--- src/rtl/frame_parser_param.sv ---
// -----------------------------------------------------------------------------
// frame_parser_param
//
// Byte-stream frame parser. Hunts for PREAMBLE followed by SFD on consecutive
// valid beats, then walks TYPE -> [LEN] -> DATA -> FCS. Every frame byte from
// TYPE through the last FCS byte is forwarded with sop/eop marks. Frames with
// an illegal length end on their last LEN byte with eop+err. Frames that stall
// mid-way for TIMEOUT idle cycles are dropped with a one-cycle abort pulse.
//
// Ports
//   clk        in   1   clock, rising edge
//   rst_n      in   1   asynchronous reset, active low
//   din        in   8   input byte
//   din_vld    in   1   din qualifier; parsing advances only when high
//   dout       out  8   forwarded byte (last valid input byte)
//   dout_vld   out  1   dout is a frame byte (TYPE..last FCS)
//   dout_sop   out  1   dout is the TYPE byte
//   dout_eop   out  1   dout is the last byte of the frame
//   dout_err   out  1   qualifies dout_eop: length error
//   abort      out  1   one-cycle pulse, frame dropped by idle timeout
//   frame_len  out  16  payload length of the current frame
//   good_cnt   out  16  good frames, saturating
//   bad_cnt    out  16  length-error and timed-out frames, saturating
// -----------------------------------------------------------------------------
module frame_parser_param #(
    parameter logic [7:0] PREAMBLE  = 8'h55,
    parameter logic [7:0] SFD       = 8'hD5,
    parameter int         LEN_BYTES = 2,
    parameter int         DEF_LEN   = 64,
    parameter int         FCS_BYTES = 4,
    parameter int         MAX_LEN   = 1500,
    parameter int         TIMEOUT   = 255
) (
    input  logic        clk,
    input  logic        rst_n,
    input  logic [7:0]  din,
    input  logic        din_vld,
    output logic [7:0]  dout,
    output logic        dout_vld,
    output logic        dout_sop,
    output logic        dout_eop,
    output logic        dout_err,
    output logic        abort,
    output logic [15:0] frame_len,
    output logic [15:0] good_cnt,
    output logic [15:0] bad_cnt
);

    localparam int LW = 8 * LEN_BYTES;
    localparam int IW = (TIMEOUT > 1) ? $clog2(TIMEOUT + 1) : 1;

    typedef enum logic [2:0] {
        S_HEAD,
        S_TYPE,
        S_LEN,
        S_DATA,
        S_FCS
    } state_t;

    state_t          state_reg;
    logic [7:0]      prev_reg;     // previous valid byte, tracked in every state
    logic [15:0]     cnt_reg;      // byte index within the current state
    logic [LW-1:0]   len_reg;      // payload length, shifted in MSB first
    logic [IW-1:0]   idle_reg;     // consecutive idle cycles inside a frame

    logic [LW-1:0]   len_shift;
    logic            len_bad;
    logic            len_last;
    logic            data_last;
    logic            fcs_last;
    logic            idle_expire;

    // Length value as it will stand once the current LEN byte is shifted in.
    assign len_shift   = (len_reg << 8) | LW'(din);
    assign len_bad     = (len_shift == '0) || (32'(len_shift) > 32'(MAX_LEN));
    assign len_last    = (cnt_reg == 16'(LEN_BYTES - 1));
    assign data_last   = (32'(cnt_reg) == (32'(len_reg) - 32'd1));
    assign fcs_last    = (cnt_reg == 16'(FCS_BYTES - 1));
    // Current idle cycle is the TIMEOUT-th in a row.
    assign idle_expire = (32'(idle_reg) == 32'(TIMEOUT - 1));

    always_ff @(posedge clk or negedge rst_n) begin
        if (!rst_n) begin
            state_reg <= S_HEAD;
            prev_reg  <= 8'h00;
            cnt_reg   <= 16'd0;
            len_reg   <= '0;
            idle_reg  <= '0;
            dout      <= 8'h00;
            dout_vld  <= 1'b0;
            dout_sop  <= 1'b0;
            dout_eop  <= 1'b0;
            dout_err  <= 1'b0;
            abort     <= 1'b0;
            frame_len <= 16'd0;
            good_cnt  <= 16'd0;
            bad_cnt   <= 16'd0;
        end else begin
            // Marks are per-beat; they drop whenever no beat was accepted.
            dout_vld <= 1'b0;
            dout_sop <= 1'b0;
            dout_eop <= 1'b0;
            dout_err <= 1'b0;
            abort    <= 1'b0;

            if (din_vld) begin
                idle_reg <= '0;
                prev_reg <= din;
                dout     <= din;
                dout_vld <= (state_reg != S_HEAD);

                case (state_reg)
                    S_HEAD: begin
                        if (prev_reg == PREAMBLE && din == SFD) begin
                            state_reg <= S_TYPE;
                            cnt_reg   <= 16'd0;
                        end
                    end

                    S_TYPE: begin
                        dout_sop <= 1'b1;
                        cnt_reg  <= 16'd0;
                        if (din == 8'h00) begin
                            state_reg <= S_DATA;
                            len_reg   <= LW'(DEF_LEN);
                            frame_len <= 16'(DEF_LEN);
                        end else begin
                            state_reg <= S_LEN;
                            len_reg   <= '0;
                            frame_len <= 16'd0;
                        end
                    end

                    S_LEN: begin
                        len_reg <= len_shift;
                        if (len_last) begin
                            cnt_reg   <= 16'd0;
                            frame_len <= 16'(len_shift);
                            if (len_bad) begin
                                dout_eop  <= 1'b1;
                                dout_err  <= 1'b1;
                                bad_cnt   <= (bad_cnt == 16'hFFFF) ? bad_cnt : bad_cnt + 16'd1;
                                state_reg <= S_HEAD;
                            end else begin
                                state_reg <= S_DATA;
                            end
                        end else begin
                            cnt_reg <= cnt_reg + 16'd1;
                        end
                    end

                    S_DATA: begin
                        if (data_last) begin
                            cnt_reg   <= 16'd0;
                            state_reg <= S_FCS;
                        end else begin
                            cnt_reg <= cnt_reg + 16'd1;
                        end
                    end

                    S_FCS: begin
                        if (fcs_last) begin
                            cnt_reg   <= 16'd0;
                            dout_eop  <= 1'b1;
                            good_cnt  <= (good_cnt == 16'hFFFF) ? good_cnt : good_cnt + 16'd1;
                            state_reg <= S_HEAD;
                        end else begin
                            cnt_reg <= cnt_reg + 16'd1;
                        end
                    end

                    default: begin
                        state_reg <= S_HEAD;
                        cnt_reg   <= 16'd0;
                    end
                endcase
            end else if (state_reg != S_HEAD) begin
                // Stalled mid-frame: drop the frame after TIMEOUT idle cycles.
                if (idle_expire) begin
                    abort     <= 1'b1;
                    bad_cnt   <= (bad_cnt == 16'hFFFF) ? bad_cnt : bad_cnt + 16'd1;
                    state_reg <= S_HEAD;
                    cnt_reg   <= 16'd0;
                    idle_reg  <= '0;
                end else begin
                    idle_reg <= idle_reg + 1'b1;
                end
            end else begin
                idle_reg <= '0;
            end
        end
    end

endmodule
--- config.mk ---
export PLATFORM = sky130hd
export DESIGN_NAME = frame_parser_param
export DESIGN_NICKNAME = d
export VERILOG_FILES = /design/src/rtl/frame_parser_param.sv
export SDC_FILE = /design/constraint.sdc
export NUM_CORES = 1
export LEC_CHECK = 0
export CAP_MARGIN = 10
export CORE_MARGIN = 2
export CORE_UTILIZATION = 60
export DETAILED_ROUTE_END_ITERATION = 8
export GPL_TIMING_DRIVEN = 0
export HOLD_SLACK_MARGIN = 0.12
export PLACE_DENSITY = 0.86
export SYNTH_ARGS = -nofsm -noshare
export SYNTH_HDL_FRONTEND = slang
export SYNTH_SLANG_ARGS = --single-unit
--- constraint.sdc ---
create_clock -name clk -period 6 [get_ports clk]
set_input_delay 0.6 -clock clk [delete_from_list [all_inputs] [get_ports clk]]
set_output_delay 0.6 -clock clk [all_outputs]
set_load 0.01 [all_outputs]
== After elaboration in Yosys (flattened, before gate mapping) ==
Cells that the tools add are included.
W data, S select, Z words.

* Bits of input ports: 11
* Output and inout port bits: 61
* Bits in registers: 104
* Word-level logic and storage cells: 101

* Equal/unequal tests: 20
* Bitwise gates (word level): 2
* Reductions and logical operators: 15
* $lt $le $gt $ge: 1
* Add/sub/neg operators: 5
* Mux-type cells: 45

{| class="wikitable"
|+ Operators with widths
! cell !! count
|-
| $mux W16 || 15
|-
| $pmux W16 S2 || 2
|-
| $pmux W16 S4 || 1
|-
| $add A16 B1 Y16 const B || 3
|-
| $eq A16 B16 Y1 const B || 2
|-
| $eq A16 B32 Y1 || 1
|-
| $mux W8 || 3
|-
| $mux W3 || 7
|-
| $sub A16 B1 Y17 const B || 1
|-
| $eq A16 B1 Y1 const B || 1
|-
| $eq A16 B2 Y1 const B || 1
|-
| $eq A8 B8 Y1 const B || 2
|-
| $gt A16 B11 Y1 const B || 1
|-
| $logic_not A16 Y1 || 1
|-
| $or A16 B8 Y16 || 1
|-
| $pmux W3 S5 || 1
|-
| $mux W1 || 13
|-
| $ne A3 B3 Y1 const B || 4
|-
| $add A8 B1 Y8 const B || 1
|-
| $eq A8 B7 Y1 const B || 1
|-
| $logic_not A8 Y1 || 1
|-
| $mux W7 || 1
|-
| $eq A3 B2 Y1 const B || 2
|-
| $ne A2 B1 Y1 const B || 3
|-
| 16 further kinds || 19
|}

== Longest topological paths before layout ==
Gate-level depths: netlist (run 1).

* Depth in word-level cells: 7
* Gate-level depth with buffers: 12
* Depth with buffers taken out: 10

== Worst setup path before layout (run 1) ==
OpenSTA, ideal clock, no wires.

* Kind: flip-flop to flip-flop
* Start: register len_reg[0]
* End: register state_reg[0]
* Slack: 3.201 ns
* Setup time: 0.095 ns
* Arrival: 2.704 ns
* Clock period less this slack: 2.799 ns
* Cell stages (with the launch flop): 13
* Data required time: 5.905 ns
* Buffers on the path: 2
* Path through: dfrtp_1 -> inv_1 -> ha_1 -> or3b_2 -> nor4_4 -> mux2_2 -> mux2i_1 -> o21ai_2 -> a31oi_4 -> buf_6 -> buf_12 -> o21ai_0 -> o31ai_1

* Word-level cells in the longest chain between the ends: 7
* Elaborated cells between the ends (all ways): 12
* Classes of those cells: 1 x add/sub; 1 x order compare; 2 x eq/ne; 4 x mux; 1 x bitwise; 3 x reduce/logical

{| class="wikitable"
|+ Ends and longest elaborated chain
! item !! RTL line !! RTL
|-
| start, declared || 63 || <nowiki>logic [LW-1:0] len_reg;</nowiki>
|-
| start signal, assigned || 125 || <nowiki>len_reg <= LW'(DEF_LEN);</nowiki>
|-
| start signal, assigned || 135 || <nowiki>len_reg <= len_shift;</nowiki>
|-
| branches (longest 7 deep; another with $sub A16 B1 Y17) || - ||
|-
| end signal, assigned || 115 || <nowiki>state_reg <= S_TYPE;</nowiki>
|-
| end signal, assigned || 143 || <nowiki>state_reg <= S_HEAD;</nowiki>
|-
| end signal, assigned || 145 || <nowiki>state_reg <= S_DATA;</nowiki>
|-
| end, declared || 60 || <nowiki>state_t state_reg;</nowiki>
|}

Parallel ways; which one is timed is not known. The select of a mux whose other input is x is not followed.
A chain may end at the register's enable or synchronous reset.

== Worst setup path in the final report (run 1) ==
* Start: input din[4]
* End: register bad_cnt[11]

* Word-level cells in the longest chain between the ends: 5
* Elaborated cells between the ends (all ways): 6
* Classes of those cells: 1 x order compare; 1 x eq/ne; 1 x bitwise; 3 x reduce/logical

{| class="wikitable"
|+ Ends and longest elaborated chain
! item !! RTL line !! RTL
|-
| start, declared || 36 || <nowiki>input logic [7:0] din,</nowiki>
|-
| $or A16 B8 Y16 (*) || 74 || <nowiki>assign len_shift = (len_reg << 8) | LW'(din);</nowiki>
|-
| $gt A16 B11 Y1 or $logic_not A16 Y1 (tied branches) || 75 || <nowiki>assign len_bad = (len_shift == '0) || (32'(len_shift) > 32'(MAX_LEN));</nowiki>
|-
| $logic_or A1 B1 Y1 (*) || 75 ||
|-
| $ne A2 B1 Y1 (no line) (*) || - ||
|-
| $reduce_and A5 Y1 (no line) (*) || - ||
|-
| end signal, assigned || 142 || <nowiki>bad_cnt <= (bad_cnt == 16'hFFFF) ? bad_cnt : bad_cnt + 16'd1;</nowiki>
|-
| end signal, assigned || 181 || <nowiki>bad_cnt <= (bad_cnt == 16'hFFFF) ? bad_cnt : bad_cnt + 16'd1;</nowiki>
|-
| end, declared || 46 || <nowiki>output logic [15:0] bad_cnt</nowiki>
|}

Mark *: on every way between the ends. The rest lies on a longest branch, timed or not.

==> results.json, run 1 <==
{
  "outcome": "finished clean",
  "h-tree-depth": 3,
  "cts.repair.resized": 0,
  "rsz0062_at_grt": "no",
  "grt_usage_pct": 27.2,
  "ys_async_sr_fraction_pct": 100,
  "drc": 0,
  "power_mw": 2.42,
  "r2r-start": "len_reg[1]",
  "yosysWarningCount": 0,
  "finalSetupViolations": 0,
  "fp-row-count": 35,
  "p_per_area_nw_per_um2": 365,
  "path_common_cell": "o311ai_1",
  "synthCells": 583,
  "synth_area_leaders": "dfrtp_1, nand2_1, xor2_1, nand3_1, xnor2_1",
  "syn_to_final_growth_pct": 19.0,
  "leakage_nw": 3.00,
  "setup-tns-final_ns": 0,
  "cts.path.max_buffers": 2,
  "synth_edf_count": 0,
  "critical_path_buf_inv_count": 1,
  "end_kind": "register",
  "core_area_um2": 9110,
  "insertion_delay_ns": 0.38,
  "min_period_ns": 3.37,
  "nNetsFinal": 685,
  "max_cap_violations": 0,
  "diodes": 0,
  "dieArea_um2": 10100,
  "cts-root-buf": "clkbuf_8",
  "seqCellArea_um2": 2600,
  "placed_cells": 765,
  "slowest_delay_ns": 0.65,
  "grt_max_degree": 69,
  "via_per_inst": 5.89,
  "finalHoldViolCount": 0,
  "hpwl_mm": 9.11,
  "cts_hold_buf": 0,
  "post_drt_wl_per_cell_um": 16.7,
  "wirelength_mm": 13.0,
  "slew_headroom_pct": 31.4,
  "detail-route-antenna-nets": 0,
  "synthesis.nets": 603,
  "grt_antenna_before_repair": 0,
  "yosysUniqueCellTypes": 64,
  "timing.final.max_slew_violations": 0,
  "postCtsSetupRepairBufs": 0,
  "clkSinkCount": 104,
  "ys_seq_elements": 104,
  "gp_congestion": 0.884,
  "cpLargestDelayFamily": "compound AO/OA/AOI/OAI gates",
  "ys_seq_area_share_pct": 46.8,
  "nFillCells": 668,
  "synth_top_cell_by_area": "dfrtp_1",
  "synth_top_area_share_pct": 46.8,
  "die_y_um": 100,
  "cp.arrival_ns": 3.61,
  "post-route-period-util_pct": 56.1,
  "io_pins": 72,
  "portBuffers": 70,
  "drt_first_pass_iters": 5,
  "drtIter0Drc": 350,
  "vias": 4602,
  "place_area_um2": 6430,
  "cts_tree": "done",
  "worstPathMaxFanout": 7,
  "crit_chain": "clkdlybuf4s50_1 > nor4bb_1 > nand3_1 > o311a_1 > o311ai_1 > nand2b_1 > o311ai_1 > nor3_1 > xor2_1",
  "grt.overflow.total": 0,
  "synth.cell_area_um2": 5560,
  "stdcell_area_um2": 6620,
  "clock_skew_ns": 0.0195,
  "ys.flop_type": "dfrtp_1",
  "cp-start-kind": "primary input",
  "drive_gt1_share_pct": 9.10,
  "holdCritPathClass": "primary input to asynchronous set/reset pin",
  "cts_made_buffers": 9,
  "rrSetupSlack_ns": 2.72,
  "fmax_mhz": 297,
  "worstSetupPathType": "primary input to register",
  "crit_slowest_cell": "clkdlybuf4s50_1",
  "critPathLaunch": "din[4]",
  "finalNonFillerCells": 781,
  "peakVddDrop_mv": 0.168,
  "die_w_um": 100,
  "worst_pin_slew_ns": 1.01,
  "worstPathRequired_ns": 6.25,
  "multi_input_area_um2": 2720,
  "clk_pin_slew_ns": 0.11,
  "initial_utilization_pct": 61.1,
  "first_global_vias": 4524,
  "grt_pass1_wl_mm": 21.9,
  "syn_area_per_cell_um2": 9.54
}
-- synth_stat cells (all sizes together), types with 13 or more instances --
library cell	number
a21oi	13
nor3	16
xnor2	21
xor2	31
dfrtp	104
nor2	42
nand2	94
o21ai	29
mux2	13
nand3	38
and3	18
inv	20
clkbuf	20
-- cell usage in the layout (no fill, tap or decap), types with 6 or more instances in the layout --
cell type,count
nor4_1,8
o21ai_0,28
and3_1,17
mux2i_1,8
nand3_1,38
dfrtp_1,104
clkbuf_1,20
nand3b_1,6
nand4_1,8
xor2_1,30
nand2_1,94
nor3_1,16
o31ai_1,9
clkdlybuf4s50_1,69
xnor2_1,21
nor2_1,42
ha_1,9
mux2_2,13
inv_1,20
clkbuf_8,9
a21oi_1,11
-- where the power goes --
part	switching [mW]	internal [mW]
registers	0.138	0.832
clock network	0.269	0.163
logic	0.564	0.450
-- routing by layer --
layer | up-vias | GRT usage, % | share of wire (%) | wire length (um)
met1 | 2237 | 37.0 | 44 | 5730
met2 | 160 | 43.9 | 49 | 6330
met5 | - | 0 | 0 | 0
li1 | 2182 | - | - | -
met3 | 23 | 5.64 | 5.7 | 748
met4 | 0 | 8.85 | 1.6 | 212
-- final cells by class --
class                           instances  share of cell area, %
Clock buffer                            9                   1.87
Timing Repair Buffer                   71                   11.0
Buffer                                 31                   2.50
Clock inverter                          7                   1.04
Tap cell                              111                   2.10
Multi-Input combinational cell        428                   41.1
Sequential cell                       104                   39.3
Inverter                               20                   1.13
-- path summary, 6_finish.rpt --
check	endpoint	cells past startpoint
worst max-delay path	bad_cnt[11]	9
worst min-delay path	len_reg[10]	1
worst max register to register	cnt_reg[4]	12
worst min register to register	frame_len[4]	2
max in group asynchronous	cnt_reg[4]	2
min in group clk	frame_len[4]	2
-- worst register-to-register path, cell delays in order, from the launching register on --
cell and delay (ns):
dfrtp_1 0.46, inv_1 0.23, ha_1 0.31, or3b_2 0.56, nor4_4 0.25, mux2_2 0.38
mux2i_1 0.16, o21ai_2 0.09, a31oi_4 0.22, buf_6 0.20, buf_12 0.14, nand2_1 0.06
mux2i_1 0.14
-- per-stage QoR --
step	hold WS (ns)	utilization (%)	setup WS [ns]
6_report	0.182	72.7	2.63
5_1_grt	0.212	72.7	2.46
3_3_place_gp	0.460	70.3	0.530
3_5_place_dp	0.469	70.5	2.28
4_1_cts	0.197	72.7	2.68
2_1_floorplan	0.304	-	3.20
-- logic make-up after synthesis --
group	after synthesis	share of synthesized area, %
xor+xnor	52	8.32
compound gates	76	9.47
mux	21	4.07
buf+inv	51	4.32
fa+ha+maj	9	2.02
simple gates	270	25.0
flops	104	46.8
No activity file was read; power rests on OpenSTA's default activity.
==> inputs of run 2 (changes only) <==
--- a/config.mk
+++ b/config.mk
@@ -7,11 +7,11 @@
 export LEC_CHECK = 0
 export CAP_MARGIN = 10
 export CORE_MARGIN = 2
-export CORE_UTILIZATION = 60
+export CORE_UTILIZATION = 56
 export DETAILED_ROUTE_END_ITERATION = 8
 export GPL_TIMING_DRIVEN = 0
 export HOLD_SLACK_MARGIN = 0.12
-export PLACE_DENSITY = 0.86
+export PLACE_DENSITY = 0.81
 export SYNTH_ARGS = -nofsm -noshare
 export SYNTH_HDL_FRONTEND = slang
 export SYNTH_SLANG_ARGS = --single-unit
==> constraint.sdc (replaced) <==
create_clock -name clk -period 3.1 [get_ports clk]
set_input_delay 0.31 -clock clk [delete_from_list [all_inputs] [get_ports clk]]
set_output_delay 0.31 -clock clk [all_outputs]
set_load 0.01 [all_outputs]
==> run 2 against run 1 <==
  * Core utilization shrank 2.9 points
  * Clock skew down 0.0091 ns
  * Die area rose by 6.9%
  * Critical path depth is 3 higher
  * Worst hold slack improved by 0.20 ns
  * Critical path type is now register to register
  * Critical endpoint is now state_reg[0]
==> results.json, run 2 (same netlist as run 1, synthesis figures left out) <==
{
  "syn_to_final_growth_pct": 21.5,
  "preCtsSetupSlack_ns": -0.411,
  "vias": 4612,
  "worstPathMaxFanout": 10,
  "insertion_delay_ns": 0.38,
  "h-tree-depth": 3,
  "slowest_delay_ns": 0.48,
  "cts-root-buf": "clkbuf_8",
  "leakage_nw": 3.04,
  "peakVddDrop_mv": 0.343,
  "grt_max_degree": 63,
  "power_frac_seq_pct": 39.4,
  "top_layer_used": "met4",
  "die_y_um": 104,
  "detail-route-antenna-nets": 0,
  "wirelength_mm": 13.1,
  "drc": 0,
  "clock_skew_ns": 0.0104,
  "drt_first_pass_iters": 5,
  "hpwl_mm": 9.52,
  "setup-tns-final_ns": 0,
  "internal_power_mw": 2.94,
  "clk_pin_slew_ns": 0.10,
  "power_frac_comb_pct": 42.4,
  "r2r-start": "len_reg[0]",
  "rsz0062_at_grt": "no",
  "grt_pass1_wl_mm": 21.8,
  "post_drt_wl_per_cell_um": 16.2,
  "first_global_vias": 4467,
  "wl_met3_um": 757,
  "holdCritPathClass": "primary input to register",
  "min_period_ns": 2.99,
  "slew_headroom_pct": 33.0,
  "outcome": "finished clean",
  "cts_made_buffers": 9,
  "min_delay_path_depth": 3,
  "worstSetupPathType": "register to register",
  "cts_tree": "done",
  "die_w_um": 104,
  "io_pins": 72,
  "reg2reg_depth": 12,
  "worstPathRequired_ns": 3.39,
  "fin_ws_ns": 0.108,
  "gp_congestion": 0.913,
  "crit_chain": "inv_2 > ha_4 > or3b_4 > nor4_4 > mux2_2 > mux2i_1 > o21ai_2 > a31oi_4 > buf_6 > buf_12 > o21ai_0 > o31ai_1",
  "fmax_mhz": 334,
  "worst_pin_slew_ns": 0.989,
  "diodes": 0,
  "finalSetupViolations": 0,
  "min_to": "state_reg[0]",
  "clkSinkCount": 104,
  "cp-start-kind": "register",
  "wl_met2_mm": 6.14,
  "fp-row-count": 36,
  "cts.path.max_buffers": 2,
  "cp.arrival_ns": 3.28,
  "p_sw_mw": 1.88,
  "rrSetupSlack_ns": 0.11,
  "wl_met1_mm": 5.89,
  "grt_usage_pct": 25.0,
  "max_cap_violations": 0,
  "crit_slowest_cell": "dfrtp_2",
  "post-route-period-util_pct": 96.5,
  "grt_antenna_before_repair": 0,
  "placed_cells": 787,
  "final_cell_mix": "dfrtp_1, nand2_1, clkdlybuf4s50_1, nor2_1, nand3_1",
  "final_common_cell": "dfrtp_1",
  "clock_power_share_pct": 18.2,
  "finalHoldViolCount": 0,
  "initial_utilization_pct": 57.4,
  "min_from": "din_vld",
  "nNetsFinal": 689,
  "portBuffers": 70,
  "timing.final.max_slew_violations": 0,
  "timing.rr.end": "state_reg[0]",
  "drtIter0Drc": 256,
  "via_per_inst": 5.71,
  "drive_gt1_share_pct": 10.8,
  "dieArea_um2": 10700,
  "core_area_um2": 9680,
  "end_kind": "register",
  "p_per_area_nw_per_um2": 712,
  "finalNonFillerCells": 807,
  "switching_share_pct": 39.0,
  "grt.overflow.total": 0
}
## run 2: cell count changes in the layout (fill, tap and decap cells not counted), moves of 2 or more
cell / delta
clkinv_4: +2
inv_2: +2
inv_1: -2
buf_4: +4
## run 2: worst max path at each step
stage                     from      endpoint  slack [ns]  cells past startpoint
detailed placement      din[4]    bad_cnt[1]       -0.41                      8
global placement         rst_n   good_cnt[3]       -2.14                      1
finish              len_reg[0]  state_reg[0]        0.11                     12
floorplan           len_reg[0]  state_reg[0]        0.30                     12
global route        len_reg[0]  state_reg[0]       0.006                     12
CTS                 len_reg[0]  state_reg[0]       0.006                     12
## run 2: stage by stage
step                total power, mW  area [um2]  util, %  hold WS [ns]
floorplan                      3.15        5560        -        0.0144
global placement               3.75        6430     66.4         0.460
detailed placement             3.83        6450     66.6         0.343
CTS                            4.71        6680     69.0         0.364
global route                   5.11        6760     69.8         0.391
finish                         4.81        6760     69.8         0.377
## run 2: repair_timing
item / 4_1_cts / 5_1_grt
setup endpoints to repair: 16 / 24
pin swaps: 0 / 2
hold buffers: 1 / 0
resized for setup: 5 / 8
buffers inserted: 0 / 4
endpoints found under the hold margin: 42 / 0
## run 2: per-layer routing
layer	GRT usage, %	up-vias
met1	34.4	2222
met3	6.04	28
li1	-	2203
met2	39.0	159
met5	0	-
met4	8.98	0
## run 2: final cells by class
cell class | count | area (um2)
Multi-Input combinational cell | 428 | 2780
Timing Repair Buffer | 76 | 766
Tap cell | 133 | 166
Clock inverter | 6 | 75.1
Fill cell | 761 | 2930
Inverter | 20 | 75.1
Buffer | 30 | 161
Sequential cell | 104 | 2600
Clock buffer | 10 | 128
## run 2: worst max-delay path, delay by kind of cell (launching register included)
family	cells	cell delay (ns)
buffers and inverters	3	0.47
AO/OA/AOI/OAI	4	0.55
flip-flops	1	0.48
multiplexers	2	0.55
adder cells (fa/ha/maj)	1	0.18
AND/OR/NAND/NOR	2	0.66
## run 2: power by group through the flow
stage	registers, mW	clock network, mW	logic [mW]
floorplan	1.89	0	1.26
global placement	1.88	0	1.87
detailed placement	1.89	0	1.93
CTS	1.87	0.887	1.95
global route	1.94	0.960	2.22
finish	1.90	0.878	2.04
